$ cat config.mk
export PLATFORM = sky130hd
export DESIGN_NAME = s3g_rx
export DESIGN_NICKNAME = d
export VERILOG_FILES = /design/src/rtl/crc8_pkg.sv /design/src/rtl/s3g_pkg.sv /design/src/rtl/s3g_rx_timeout.sv /design/src/rtl/s3g_rx.sv
export SDC_FILE = /design/constraint.sdc
export NUM_CORES = 1
export LEC_CHECK = 0
export CORE_ASPECT_RATIO = 1.1
export CORE_UTILIZATION = 40
export DETAILED_ROUTE_END_ITERATION = 6
export GPL_ROUTABILITY_DRIVEN = 0
export GPL_TIMING_DRIVEN = 0
export SLEW_MARGIN = 20
export SYNTH_ARGS = -nofsm -noshare
export SYNTH_HDL_FRONTEND = slang
export SYNTH_SLANG_ARGS = --single-unit
$ cat constraint.sdc
create_clock -name clk -period 1.9 [get_ports clk]
set_clock_uncertainty 0.2 [all_clocks]
set_input_delay 0.38 -clock clk [delete_from_list [all_inputs] [get_ports clk]]
set_output_delay 0.38 -clock clk [all_outputs]
set_load 0.005 [all_outputs]
$ cat src/rtl/crc8_pkg.sv
// Shared CRC-8 (poly x^8+x^2+x+1, MSB first) byte update.
package crc8_pkg;

    function automatic logic [7:0] nextCRC8_D8(input logic [7:0] data, input logic [7:0] crc);
        logic [7:0] c;
        c = crc ^ data;
        for (int i = 0; i < 8; i++) begin
            c = c[7] ? ({c[6:0], 1'b0} ^ 8'h07) : {c[6:0], 1'b0};
        end
        return c;
    endfunction

endpackage

$ cat src/rtl/s3g_pkg.sv
// Shared S3G framing constants and receiver state encoding.
package s3g_pkg;

    localparam int         MAX_PAYLOAD = 16;
    localparam logic [7:0] MAX_LEN     = 8'd16;
    localparam logic [7:0] START_BYTE  = 8'hD5;

    typedef enum logic [1:0] {
        S_IDLE = 2'd0,
        S_LEN  = 2'd1,
        S_DATA = 2'd2,
        S_CRC  = 2'd3
    } s3g_state_e;

endpackage

$ cat src/rtl/s3g_rx_timeout.sv
// Inter-byte watchdog: down-counter reloaded on clear, expires at terminal count zero.
module s3g_rx_timeout #(
    parameter int TIMEOUT_CYCLES = 100000
) (
    input  logic clk,
    input  logic rst_n,
    input  logic i_clear,
    output logic o_expire
);

    localparam int CW = $clog2(TIMEOUT_CYCLES + 1);

    logic [CW-1:0] r_cnt;

    always_ff @(posedge clk or negedge rst_n) begin
        if (!rst_n) begin
            r_cnt <= '0;
        end else if (i_clear) begin
            r_cnt <= CW'(TIMEOUT_CYCLES - 1);
        end else if (r_cnt != '0) begin
            r_cnt <= r_cnt - 1'b1;
        end
    end

    // A byte arriving on the expiry cycle suppresses the timeout.
    assign o_expire = (r_cnt == '0) && !i_clear;

endmodule

$ cat src/rtl/s3g_rx.sv
// S3G packet receiver: frames UART bytes, checks CRC-8, commits payload to output registers.
//   state  | meaning
//   S_IDLE | hunting for start byte
//   S_LEN  | expecting length byte
//   S_DATA | collecting payload into shadow buffer
//   S_CRC  | expecting CRC byte, commit or drop
module s3g_rx
    import s3g_pkg::*;
    import crc8_pkg::*;
#(
    parameter int TIMEOUT_CYCLES = 100000
) (
    input  logic       clk,
    input  logic       rst_n,
    input  logic [7:0] rx_data,
    input  logic       rx_done,
    output logic       packet_rd,
    output logic [7:0] payload_len,
    output logic [7:0] buf0,
    output logic [7:0] buf1,
    output logic [7:0] buf2,
    output logic [7:0] buf3,
    output logic [7:0] buf4,
    output logic [7:0] buf5,
    output logic [7:0] buf6,
    output logic [7:0] buf7,
    output logic [7:0] buf8,
    output logic [7:0] buf9,
    output logic [7:0] buf10,
    output logic [7:0] buf11,
    output logic [7:0] buf12,
    output logic [7:0] buf13,
    output logic [7:0] buf14,
    output logic [7:0] buf15,
    output logic       busy,
    output logic       crc_err,
    output logic       len_err,
    output logic       timeout_err
);

    s3g_state_e r_state;
    logic [4:0] r_len;
    logic [4:0] r_byte_cnt;
    logic [7:0] r_crc;
    logic [7:0] r_shadow [MAX_PAYLOAD];
    logic [7:0] r_buf    [MAX_PAYLOAD];
    logic [7:0] r_payload_len;
    logic       r_commit_pend;
    logic       r_packet_rd;
    logic       r_crc_err;
    logic       r_len_err;
    logic       r_timeout_err;

    logic w_tmo_clear;
    logic w_expire;
    logic w_last;

    assign w_tmo_clear = rx_done || (r_state == S_IDLE);
    assign w_last      = ((r_byte_cnt + 5'd1) == r_len);

    s3g_rx_timeout #(
        .TIMEOUT_CYCLES(TIMEOUT_CYCLES)
    ) u_timeout (
        .clk      (clk),
        .rst_n    (rst_n),
        .i_clear  (w_tmo_clear),
        .o_expire (w_expire)
    );

    always_ff @(posedge clk or negedge rst_n) begin
        if (!rst_n) begin
            r_state       <= S_IDLE;
            r_len         <= '0;
            r_byte_cnt    <= '0;
            r_crc         <= '0;
            r_payload_len <= '0;
            r_commit_pend <= 1'b0;
            r_packet_rd   <= 1'b0;
            r_crc_err     <= 1'b0;
            r_len_err     <= 1'b0;
            r_timeout_err <= 1'b0;
            for (int i = 0; i < MAX_PAYLOAD; i++) begin
                r_shadow[i] <= '0;
                r_buf[i]    <= '0;
            end
        end else begin
            r_packet_rd   <= 1'b0;
            r_crc_err     <= 1'b0;
            r_len_err     <= 1'b0;
            r_timeout_err <= 1'b0;
            r_commit_pend <= 1'b0;

            // Commit reads the shadow before any same-edge clear by a new start byte.
            if (r_commit_pend) begin
                r_packet_rd   <= 1'b1;
                r_payload_len <= {3'b000, r_len};
                for (int i = 0; i < MAX_PAYLOAD; i++) begin
                    r_buf[i] <= r_shadow[i];
                end
            end

            case (r_state)
                S_IDLE: begin
                    if (rx_done && rx_data == START_BYTE) begin
                        r_state <= S_LEN;
                        for (int i = 0; i < MAX_PAYLOAD; i++) begin
                            r_shadow[i] <= '0;
                        end
                    end
                end
                S_LEN: begin
                    if (rx_done) begin
                        if (rx_data > MAX_LEN) begin
                            r_len_err <= 1'b1;
                            r_state   <= S_IDLE;
                        end else begin
                            r_len      <= rx_data[4:0];
                            r_byte_cnt <= '0;
                            r_crc      <= '0;
                            r_state    <= (rx_data == 8'd0) ? S_CRC : S_DATA;
                        end
                    end else if (w_expire) begin
                        r_timeout_err <= 1'b1;
                        r_state       <= S_IDLE;
                    end
                end
                S_DATA: begin
                    if (rx_done) begin
                        r_shadow[r_byte_cnt[3:0]] <= rx_data;
                        r_crc      <= nextCRC8_D8(rx_data, r_crc);
                        r_byte_cnt <= r_byte_cnt + 5'd1;
                        if (w_last) begin
                            r_state <= S_CRC;
                        end
                    end else if (w_expire) begin
                        r_timeout_err <= 1'b1;
                        r_state       <= S_IDLE;
                    end
                end
                S_CRC: begin
                    if (rx_done) begin
                        r_state <= S_IDLE;
                        if (rx_data == r_crc) begin
                            r_commit_pend <= 1'b1;
                        end else begin
                            r_crc_err <= 1'b1;
                        end
                    end else if (w_expire) begin
                        r_timeout_err <= 1'b1;
                        r_state       <= S_IDLE;
                    end
                end
                default: r_state <= S_IDLE;
            endcase
        end
    end

    assign busy        = (r_state != S_IDLE);
    assign packet_rd   = r_packet_rd;
    assign crc_err     = r_crc_err;
    assign len_err     = r_len_err;
    assign timeout_err = r_timeout_err;
    assign payload_len = r_payload_len;

    assign buf0  = r_buf[0];
    assign buf1  = r_buf[1];
    assign buf2  = r_buf[2];
    assign buf3  = r_buf[3];
    assign buf4  = r_buf[4];
    assign buf5  = r_buf[5];
    assign buf6  = r_buf[6];
    assign buf7  = r_buf[7];
    assign buf8  = r_buf[8];
    assign buf9  = r_buf[9];
    assign buf10 = r_buf[10];
    assign buf11 = r_buf[11];
    assign buf12 = r_buf[12];
    assign buf13 = r_buf[13];
    assign buf14 = r_buf[14];
    assign buf15 = r_buf[15];

endmodule

* Word level (Yosys, flattened, before mapping) *
Cells that the tools add are included.

storage, ports and cells
  bits of input ports = 11
  logic and storage cells = 134
  register bits after elaboration = 303

operators by class
  mux-type cells = 46
  add/sub/neg operators = 2
  magnitude comparators = 3
  reductions and logical operators = 18
  bitwise gates (word level) = 11
  eq/ne operators = 11

operators with widths
  kind                                                                   count
  128-bit two-way mux                                                    2
  128-bit case mux with 2 select lines                                   1
  128-bit bitwise mux                                                    1
  17-bit two-way mux                                                     2
  8-bit demux with 4-bit select                                          1
  8-bit two-way mux                                                      4
  3-bit two-way mux                                                      8
  3-bit NOT                                                              8
  17-bit logical NOT                                                     1
  17-bit nonzero test                                                    1
  17-bit by 1-bit subtractor with 17-bit output (second input constant)  1
  8-bit case mux with 2 select lines                                     1
  5-bit two-way mux                                                      3
  1-bit two-way mux                                                      14
  2-bit two-way mux                                                      7
  5-bit case mux with 2 select lines                                     1
  8-bit equality test                                                    1
  8-bit equality test (second input constant)                            1
  8-bit by 5-bit > comparator with 1-bit output (second input constant)  1
  8-bit logical NOT                                                      1
  2-bit case mux with 4 select lines                                     1
  2-bit nonzero test                                                     4
  8-bit bitwise XOR                                                      1
  2-bit != test (second input constant)                                  3
  other kinds (18)                                                       22

* Longest topological paths before layout *
Gate-level depths: netlist (run 1).

  depth after elaboration = 19
  mapped depth = 7
  mapped depth without buffers = 6

* Hierarchy *
Synthesis (run 1) repeated with hierarchy kept, for this count alone.

second synthesis, totals
  cell total of the unflattened synthesis = 882
  area total of the unflattened synthesis = 12,096.6 um^2

by module, submodules not included
  module          area an instance (um^2)  cells an instance  seq. area each (um^2)  times used
  s3g_rx          11,195.7                 791                7,156.9                1
  s3g_rx_timeout  900.9                    91                 425.4                  1

* Worst setup path after synthesis (run 1) *
Ideal clock, no wire load.

  path kind = input to register
  start = input rx_data[0]
  end = register r_shadow[15] in the netlist's numbering
  slack = -0.139 ns
  arrival time = 1.718 ns
  required time = 1.579 ns
  library setup time = 0.121 ns
  stages on the path = 6
  cell sequence = clkbuf_1 > nand4b_1 > nor4_4 > buf_4 > o22ai_2 > a22o_1

on the way
  cells in the longest elaborated chain, start to end = 4

ends and longest elaborated chain
  what                                                       RTL line       text
  start, declared                                            s3g_rx.sv:15   input logic [7:0] rx_data,
  8-bit equality test                                        s3g_rx.sv:104  if (rx_done && rx_data == START_BYTE) begin
  1-bit logical AND                                          s3g_rx.sv:104
  2-bit by 1-bit != test with 1-bit output (no source line)  n/a
  3-bit AND reduction (no source line)                       n/a
  end signal, assigned by index                              s3g_rx.sv:129  r_shadow[r_byte_cnt[3:0]] <= rx_data;
  end, declared                                              s3g_rx.sv:45   logic [7:0] r_shadow [MAX_PAYLOAD];

Every way passes these cells.
A chain may end at the register's enable or synchronous reset.

* Worst setup path after layout (run 1) *
  start = register u_timeout.r_cnt[0]
  end = register u_timeout.r_cnt[15]

on the way
  cells in the longest elaborated chain, start to end = 3
  elaborated cells on any way between the ends = 5
  classes of those cells = add/sub (1); mux (2); reduce/logical (2)

ends and longest elaborated chain
  what                                           RTL line              text
  start, declared                                s3g_rx_timeout.sv:13  logic [CW-1:0] r_cnt;
  start signal, assigned                         s3g_rx_timeout.sv:19  r_cnt <= CW'(TIMEOUT_CYCLES - 1);
  start signal, assigned                         s3g_rx_timeout.sv:21  r_cnt <= r_cnt - 1'b1;
  17-bit by 1-bit subtractor with 17-bit output  s3g_rx_timeout.sv:21
  17-bit two-way mux                             s3g_rx_timeout.sv:20  end else if (r_cnt != '0) begin
  17-bit two-way mux                             s3g_rx_timeout.sv:18  end else if (i_clear) begin

Parallel ways exist; a longest one is shown, timed or not. The select of a mux whose other input is x is not followed.

==> metrics.md, run 1 <==
| Metric | Value |
|---|---|
| Status | complete, but fails checks |
| Failing checks | negative setup slack |
| EDFF count, synth | 0 |
| Horiz. Die Dim | 169.0 um |
| Largest net degree at the start of global routing | 95 |
| Port buffer count | 145 |
| Leak | 8.446 nW |
| Arrival time at the worst endpoint | 2.32 ns |
| Final min period | 2.037 ns |
| Final TNS setup | -4.324 ns |
| Met3 Usage GRT | 4.061% |
| Fmax | 490.9 MHz |
| M1 GR Usage | 28.71% |
| Vias in the first global route | 8549 |
| CTS Sinks | 303 |
| First-pass GRT wire length | 49.85 mm |
| Drt first pass iters | 4 |
| # DRC | 0 |
| Final hold violation count | 0 |
| Commonest cells after routing, fill and taps aside | dfrtp_1 (301), dlygate4sd2_1 (140), mux2_2 (137) |
| Worst setup EP type | flop |
| Final setup fails | 116 |
| DRT antenna net count | 0 |
| Clk pin slew, worst setup/hold paths | 0.06 ns |
| Final nets | 1162 |
| Top-level I/O count | 152 |
| Total routed wirelength | 32.10 mm |
| Cell Pwr Density | 874.3 mW/mm2 |
| DR vias | 8344 |
| Grt peak-use layer | met2 |
| Clock buffer depth | 3 |
| Min Hold Slack | 0.04034 ns |
| CTS Buf Count | 31 |
| Clock Latency Late Sink | 0.56 ns |
| Slowest stage delay, CP | 0.40 ns |
| Biggest regs | r_shadow x128, u_timeout.r_cnt x17 |
| FF+latch count, synth | 303 |
| Most common cell after layout, fill and taps aside | dfrtp_1 |
| Max reg flops | 128 |
| Slowest cell on crit path | dfrtp_1 |
| Slew HR | 53.27% |
| Die ar. | 0.03140 mm2 |
| Wirelength per Cell | 20.39 um |
| ANT cells | 0 |
| H-tree Lvls | 1 |
| DR iter-0 viols | 394 |
| Sequential area share after synthesis | 61.76% |
| PnR worst setup slack | -0.1369 ns |
| Mapped Area | 0.01228 mm2 |
| Synth Area per Inst | 14.00 um2 |
| Maximum VDD drop | 0.5262 mV |
| Worst-margin pin slew | 0.6984 ns |
| Max-cap check violation count | 0 |
| Root Driver | clkbuf_16 |
| M2 GR Usage | 32.50% |
| Area growth from synthesis to layout | 45.18% |
| Unrepaired setup endpoints after global routing | true |
| Placeable Area | 0.02989 mm2 |
| Synth Instances | 877 |
| Synth unique cells | 54 |
| Row Count | 66 |
| Worst setup SP type | flop |
| Pins Over Slew Limit | 0 |
| Crit path cell chain | buf_6 -> nor4_4 -> nand4b_1 -> buf_4 -> or4_1 -> nand3_1 |
| Ys flop type | dfrtp_1 |
| Total gr overflow | 0 |
| GRT Overall Usage | 20.42% |
| Initial antenna violation count | 0 |
| Share of cells above drive strength 1 | 43.48% |
| Crit Path Category | reg2reg |
| CP max FO | 5 |
| CP required | 2.19 ns |
| Worst hold path type | in2reg |
| Final period util | 107.2% |
| Largest Register | r_shadow |
| Flop-to-flop setup slack | -0.14 ns |
| Hpwl dp | 19.92 mm |
| TritonCTS clock tree | built |
| DR vias/cell | 5.301 |
| Ys async rst share | 100.0% |
| Initial Util | 41.07% |
| Die Y-Extent | 185.7 um |
| Yosys warns | 0 |
==> final timing paths <==
check,end,start,cells after the start
max,u_timeout.r_cnt[15],u_timeout.r_cnt[0],6
min,r_len[4],rx_data[4],2
max reg2reg,u_timeout.r_cnt[15],u_timeout.r_cnt[0],6
min reg2reg,packet_rd,r_commit_pend,0
max in group asynchronous,r_byte_cnt[0],rst_n,3
min in group asynchronous,buf5[4],rst_n,2
==> where the power goes <==
group / switching [mW] / internal, mW
Combinational: 1.42 / 1.14
Sequential: 0.172 / 6.62
Clock: 2.51 / 3.71
==> Yosys cell counts (all sizes together), types with 11 or more instances <==
cell type | count | area, um2
clkbuf | 30 | 112.6
xnor2 | 15 | 131.4
nand3 | 11 | 55.05
mux2 | 137 | 1543
nand2 | 27 | 101.4
nor2 | 17 | 71.32
a22o | 15 | 131.4
buf | 21 | 115.1
and2 | 14 | 87.58
o22ai | 20 | 206.5
a21oi | 11 | 55.05
dfrtp | 303 | 7582
o2bb2ai | 113 | 989.7
o21ai | 35 | 175.2
inv | 11 | 41.29
==> per-stage QoR <==
| stage | cells | util [%] | worst slack [ns] | power (mW) | instance area, um2 |
|---|---|---|---|---|---|
| 2_1_floorplan | 879 | - | -0.03206 | 8.053 | 12360 |
| 3_3_place_gp | 1432 | 47.89 | -12.95 | 8.630 | 14320 |
| 3_5_place_dp | 1435 | 48.19 | -1.058 | 8.668 | 14410 |
| 4_1_cts | 1532 | 54.80 | -0.1650 | 15.24 | 16380 |
| 5_1_grt | 1574 | 59.62 | -0.2434 | 16.21 | 17820 |
| 6_report | 1574 | 59.62 | -0.1369 | 15.58 | 17820 |
==> layer usage <==
metal	part of all wire, %	routed length [um]	vias to the layer above
met5	0	0	-
met4	1.9	602	0
met3	5.3	1686	47
met2	46	14930	179
met1	46	14880	4297
li1	-	-	3821
==> final cells by class <==
class / instances / area (um2)
fillers: 2422 / 12070
flip-flops and latches: 303 / 7585
multi-input cells: 514 / 5724
repair buffers: 234 / 2451
clock buffers: 45 / 908.4
well taps: 408 / 510.5
plain buffers: 47 / 460.4
clock inverters: 12 / 142.6
inverters: 11 / 41.29
==> critical path: cells and delay by family, from the launching register on <==
| kind | cells | cell delay [ns] |
|---|---|---|
| flops | 1 | 0.40 |
| buf+inv | 2 | 0.34 |
| simple gates | 4 | 1.03 |
==> kinds of logic (layout without fill, tap and decap cells) <==
kind of cell             Yosys count  after routing  synth area share [%]
flip-flops                       303            303                 61.76
AO/OA/AOI/OAI                    211            211                 13.85
multiplexers                     139            139                 12.73
AND/OR/NAND/NOR                  125            125                 6.013
buffers and inverters             62            349                 2.191
XOR/XNOR                          27             27                 2.507
adder cells (fa/ha/maj)            9              9                0.9173
other                              1              3               0.03055
==> repair_timing <==
item | CTS | global route
gates cloned | 4 | 5
pin swaps | 80 | 72
hold buffers | 1 | 0
resized for setup | 309 | 186
buffers inserted | 38 | 43
setup endpoints to repair | 435 | 244
hold endpoints to repair | 69 | 0
No activity file was read; power rests on OpenSTA's default activity.
==> inputs of run 2 (changes only) <==
--- a/config.mk
+++ b/config.mk
@@ -6,6 +6,7 @@
 export NUM_CORES = 1
 export LEC_CHECK = 0
 export CORE_ASPECT_RATIO = 1.1
+export CORE_MARGIN = 2
 export CORE_UTILIZATION = 40
 export DETAILED_ROUTE_END_ITERATION = 6
 export GPL_ROUTABILITY_DRIVEN = 0
==> metrics.md, run 2 (synthesis gave the netlist of run 1 again) <==
| Metric | Value |
|---|---|
| PnR worst setup slack | -0.1179 ns (was -0.1369 ns) |
| TritonCTS clock tree | built (unchanged) |
| Area growth from synthesis to layout | 37.37% (was 45.18%) |
| Drt first pass iters | 4 (unchanged) |
| Clk pin slew, worst setup/hold paths | 0.06 ns (about the same) |
| Vias in the first global route | 8449 (was 8549) |
| Worst Hold Depth | 3 (was 2) |
| GRT Overall Usage | 19.96% (was 20.42%) |
| DR iter-0 viols | 386 (was 394) |
| Clock Latency Late Sink | 0.56 ns (about the same) |
| Largest Register | r_shadow (unchanged) |
| Final period util | 106.2% (was 107.2%) |
| Most common cell after layout, fill and taps aside | dfrtp_1 (unchanged) |
| Worst setup SP type | flop (unchanged) |
| Grt peak-use layer | met2 (unchanged) |
| M1 GR Usage | 27.67% (was 28.71%) |
| DR vias | 8117 (was 8344) |
| Worst setup EP type | flop (unchanged) |
| Crit path cell chain | inv_2 -> ha_4 -> nor4b_4 -> nor3b_4 -> buf_6 -> or4b_1 -> a21oi_1 (was buf_6 -> nor4_4 -> nand4b_1 -> buf_4 -> or4_1 -> nand3_1) |
| Final hold violation count | 0 (unchanged) |
| Die Y-Extent | 187.7 um (was 185.7 um) |
| Top-level I/O count | 152 (unchanged) |
| Worst Hold Launch | rx_data[4] (unchanged) |
| Root Driver | clkbuf_16 (unchanged) |
| Hpwl dp | 20.20 mm (was 19.92 mm) |
| Wirelength per Cell | 20.73 um (was 20.39 um) |
| Slowest cell on crit path | or4b_1 (was dfrtp_1) |
| CP max FO | 6 (was 5) |
| Share of cells above drive strength 1 | 38.90% (was 43.48%) |
| Worst Reg2Reg Path Length in Cells | 7 (was 6) |
| Port buffer count | 145 (unchanged) |
| Final nets | 1114 (was 1162) |
| DRT antenna net count | 0 (unchanged) |
| Total routed wirelength | 31.65 mm (was 32.10 mm) |
| Unrepaired setup endpoints after global routing | true (unchanged) |
| Cell Pwr Density | 886.6 mW/mm2 (was 874.3 mW/mm2) |
| # DRC | 0 (unchanged) |
| Worst Hold Path EP | len_err (was r_len[4]) |
| First-pass GRT wire length | 50.43 mm (was 49.85 mm) |
| Clock buffer depth | 3 (unchanged) |
| Status | complete, but fails checks (unchanged) |
| Row Count | 67 (was 66) |
| Flop-to-flop setup slack | -0.12 ns (was -0.14 ns) |
| RR Startpoint | u_timeout.r_cnt[0] (unchanged) |
| Slew HR | 58.23% (was 53.27%) |
| Final core occ | 55.57% (was 59.62%) |
| Met3 Usage GRT | 4.369% (was 4.061%) |
| Commonest cells after routing, fill and taps aside | dfrtp_1 (296), dlygate4sd2_1 (140), mux2_2 (137) (was dfrtp_1 (301), dlygate4sd2_1 (140), mux2_2 (137)) |
| CTS Sinks | 303 (unchanged) |
| Max-cap check violation count | 0 (unchanged) |
| Die ar. | 0.03211 mm2 (was 0.03140 mm2) |
| Crit Path Category | reg2reg (unchanged) |
| Fmax | 495.6 MHz (was 490.9 MHz) |
| DR vias/cell | 5.316 (was 5.301) |
| Leak | 8.032 nW (was 8.446 nW) |
| Initial Util | 40.46% (was 41.07%) |
| Worst r2r dst | u_timeout.r_cnt[13] (was u_timeout.r_cnt[15]) |
| Failing checks | negative setup slack (unchanged) |
| DP Worst Slack | -1.069 ns (was -1.058 ns) |
| Largest net degree at the start of global routing | 98 (was 95) |
| Worst-margin pin slew | 0.6243 ns (was 0.6984 ns) |
| H-tree Lvls | 1 (unchanged) |
| Placeable Area | 0.03035 mm2 (was 0.02989 mm2) |
| Biggest regs | r_shadow x128, u_timeout.r_cnt x17 (unchanged) |
| Pins Over Slew Limit | 0 (unchanged) |
| Maximum VDD drop | 0.5385 mV (was 0.5262 mV) |
| M2 GR Usage | 32.04% (was 32.50%) |
| Final min period | 2.018 ns (was 2.037 ns) |
| Worst hold path type | in2reg (unchanged) |
| CP required | 2.17 ns (was 2.19 ns) |
| Horiz. Die Dim | 171.0 um (was 169.0 um) |
| CP Launch Point | u_timeout.r_cnt[0] (unchanged) |
| ANT cells | 0 (unchanged) |
| Final setup fails | 85 (was 116) |
| CTS Buf Count | 31 (unchanged) |
| Slowest stage delay, CP | 0.50 ns (was 0.40 ns) |
| Max reg flops | 128 (unchanged) |
| Arrival time at the worst endpoint | 2.29 ns (was 2.32 ns) |
| Initial antenna violation count | 0 (unchanged) |
| Total gr overflow | 0 (unchanged) |
==> run 2: area by class of cell <==
cell class / count / area [um2]
buffer: 46 / 421.7
sequential: 303 / 7591
fill: 2630 / 13480
timing repair buffer: 187 / 1742
inverter: 11 / 43.79
clock buffer: 45 / 928.4
tap: 414 / 518.0
multi-input combinational: 514 / 5550
clock inverter: 7 / 70.07
==> run 2: worst max path at each step <==
stage,end,slack [ns],cells past startpoint
after floorplan,r_shadow[15],-0.03,6
after global placement,u_timeout.r_cnt[8],-12.95,1
after detailed placement,r_shadow[87],-1.07,6
after CTS,r_shadow[111],-0.12,8
after global routing,r_shadow[127],-0.19,8
final,u_timeout.r_cnt[13],-0.12,7
==> run 2: routing by layer <==
metal / vias up / routed length (um)
met5: - / 0
met4: 0 / 532
met3: 39 / 1764
met2: 171 / 15050
met1: 4181 / 14300
li1: 3726 / -
==> run 2: power by group <==
part / internal, mW / switching [mW] / total, mW
clock network: 3.49 / 2.50 / 5.99
logic: 0.908 / 1.27 / 2.17
registers: 6.62 / 0.165 / 6.79
total: 11.0 / 3.94 / 15.0
==> run 2: through the flow <==
stage / std cells / instance area, um2 / hold WS [ns] / TNS [ns] / power (mW)
2_1_floorplan: 879 / 12360 / -0.1156 / -0.2115 / 8.053
3_3_place_gp: 1438 / 14330 / 0.1602 / -4125.20 / 8.630
3_5_place_dp: 1441 / 14410 / 0.1564 / -216.13 / 8.663
4_1_cts: 1523 / 16340 / 0.01401 / -7.141 / 14.96
5_1_grt: 1527 / 16860 / 0.04522 / -13.17 / 15.60
6_report: 1527 / 16860 / 0.05383 / -2.471 / 14.95
==> run 2: critical path: cells and delay by family (launching register included) <==
| family | cells | cell delay, ns |
|---|---|---|
| buf+inv | 2 | 0.20 |
| simple gates | 3 | 0.82 |
| fa+ha+maj | 1 | 0.15 |
| compound gates | 1 | 0.14 |
| flops | 1 | 0.42 |
==> run 2: repair_timing <==
item / in CTS / in global routing
endpoints found under the hold margin: 58 / 0
resized for setup: 326 / 114
setup endpoints to repair: 435 / 248
hold buffers: 1 / 0
pin swaps: 102 / 38
setup buffers: 28 / 9
cloned: 4 / 0
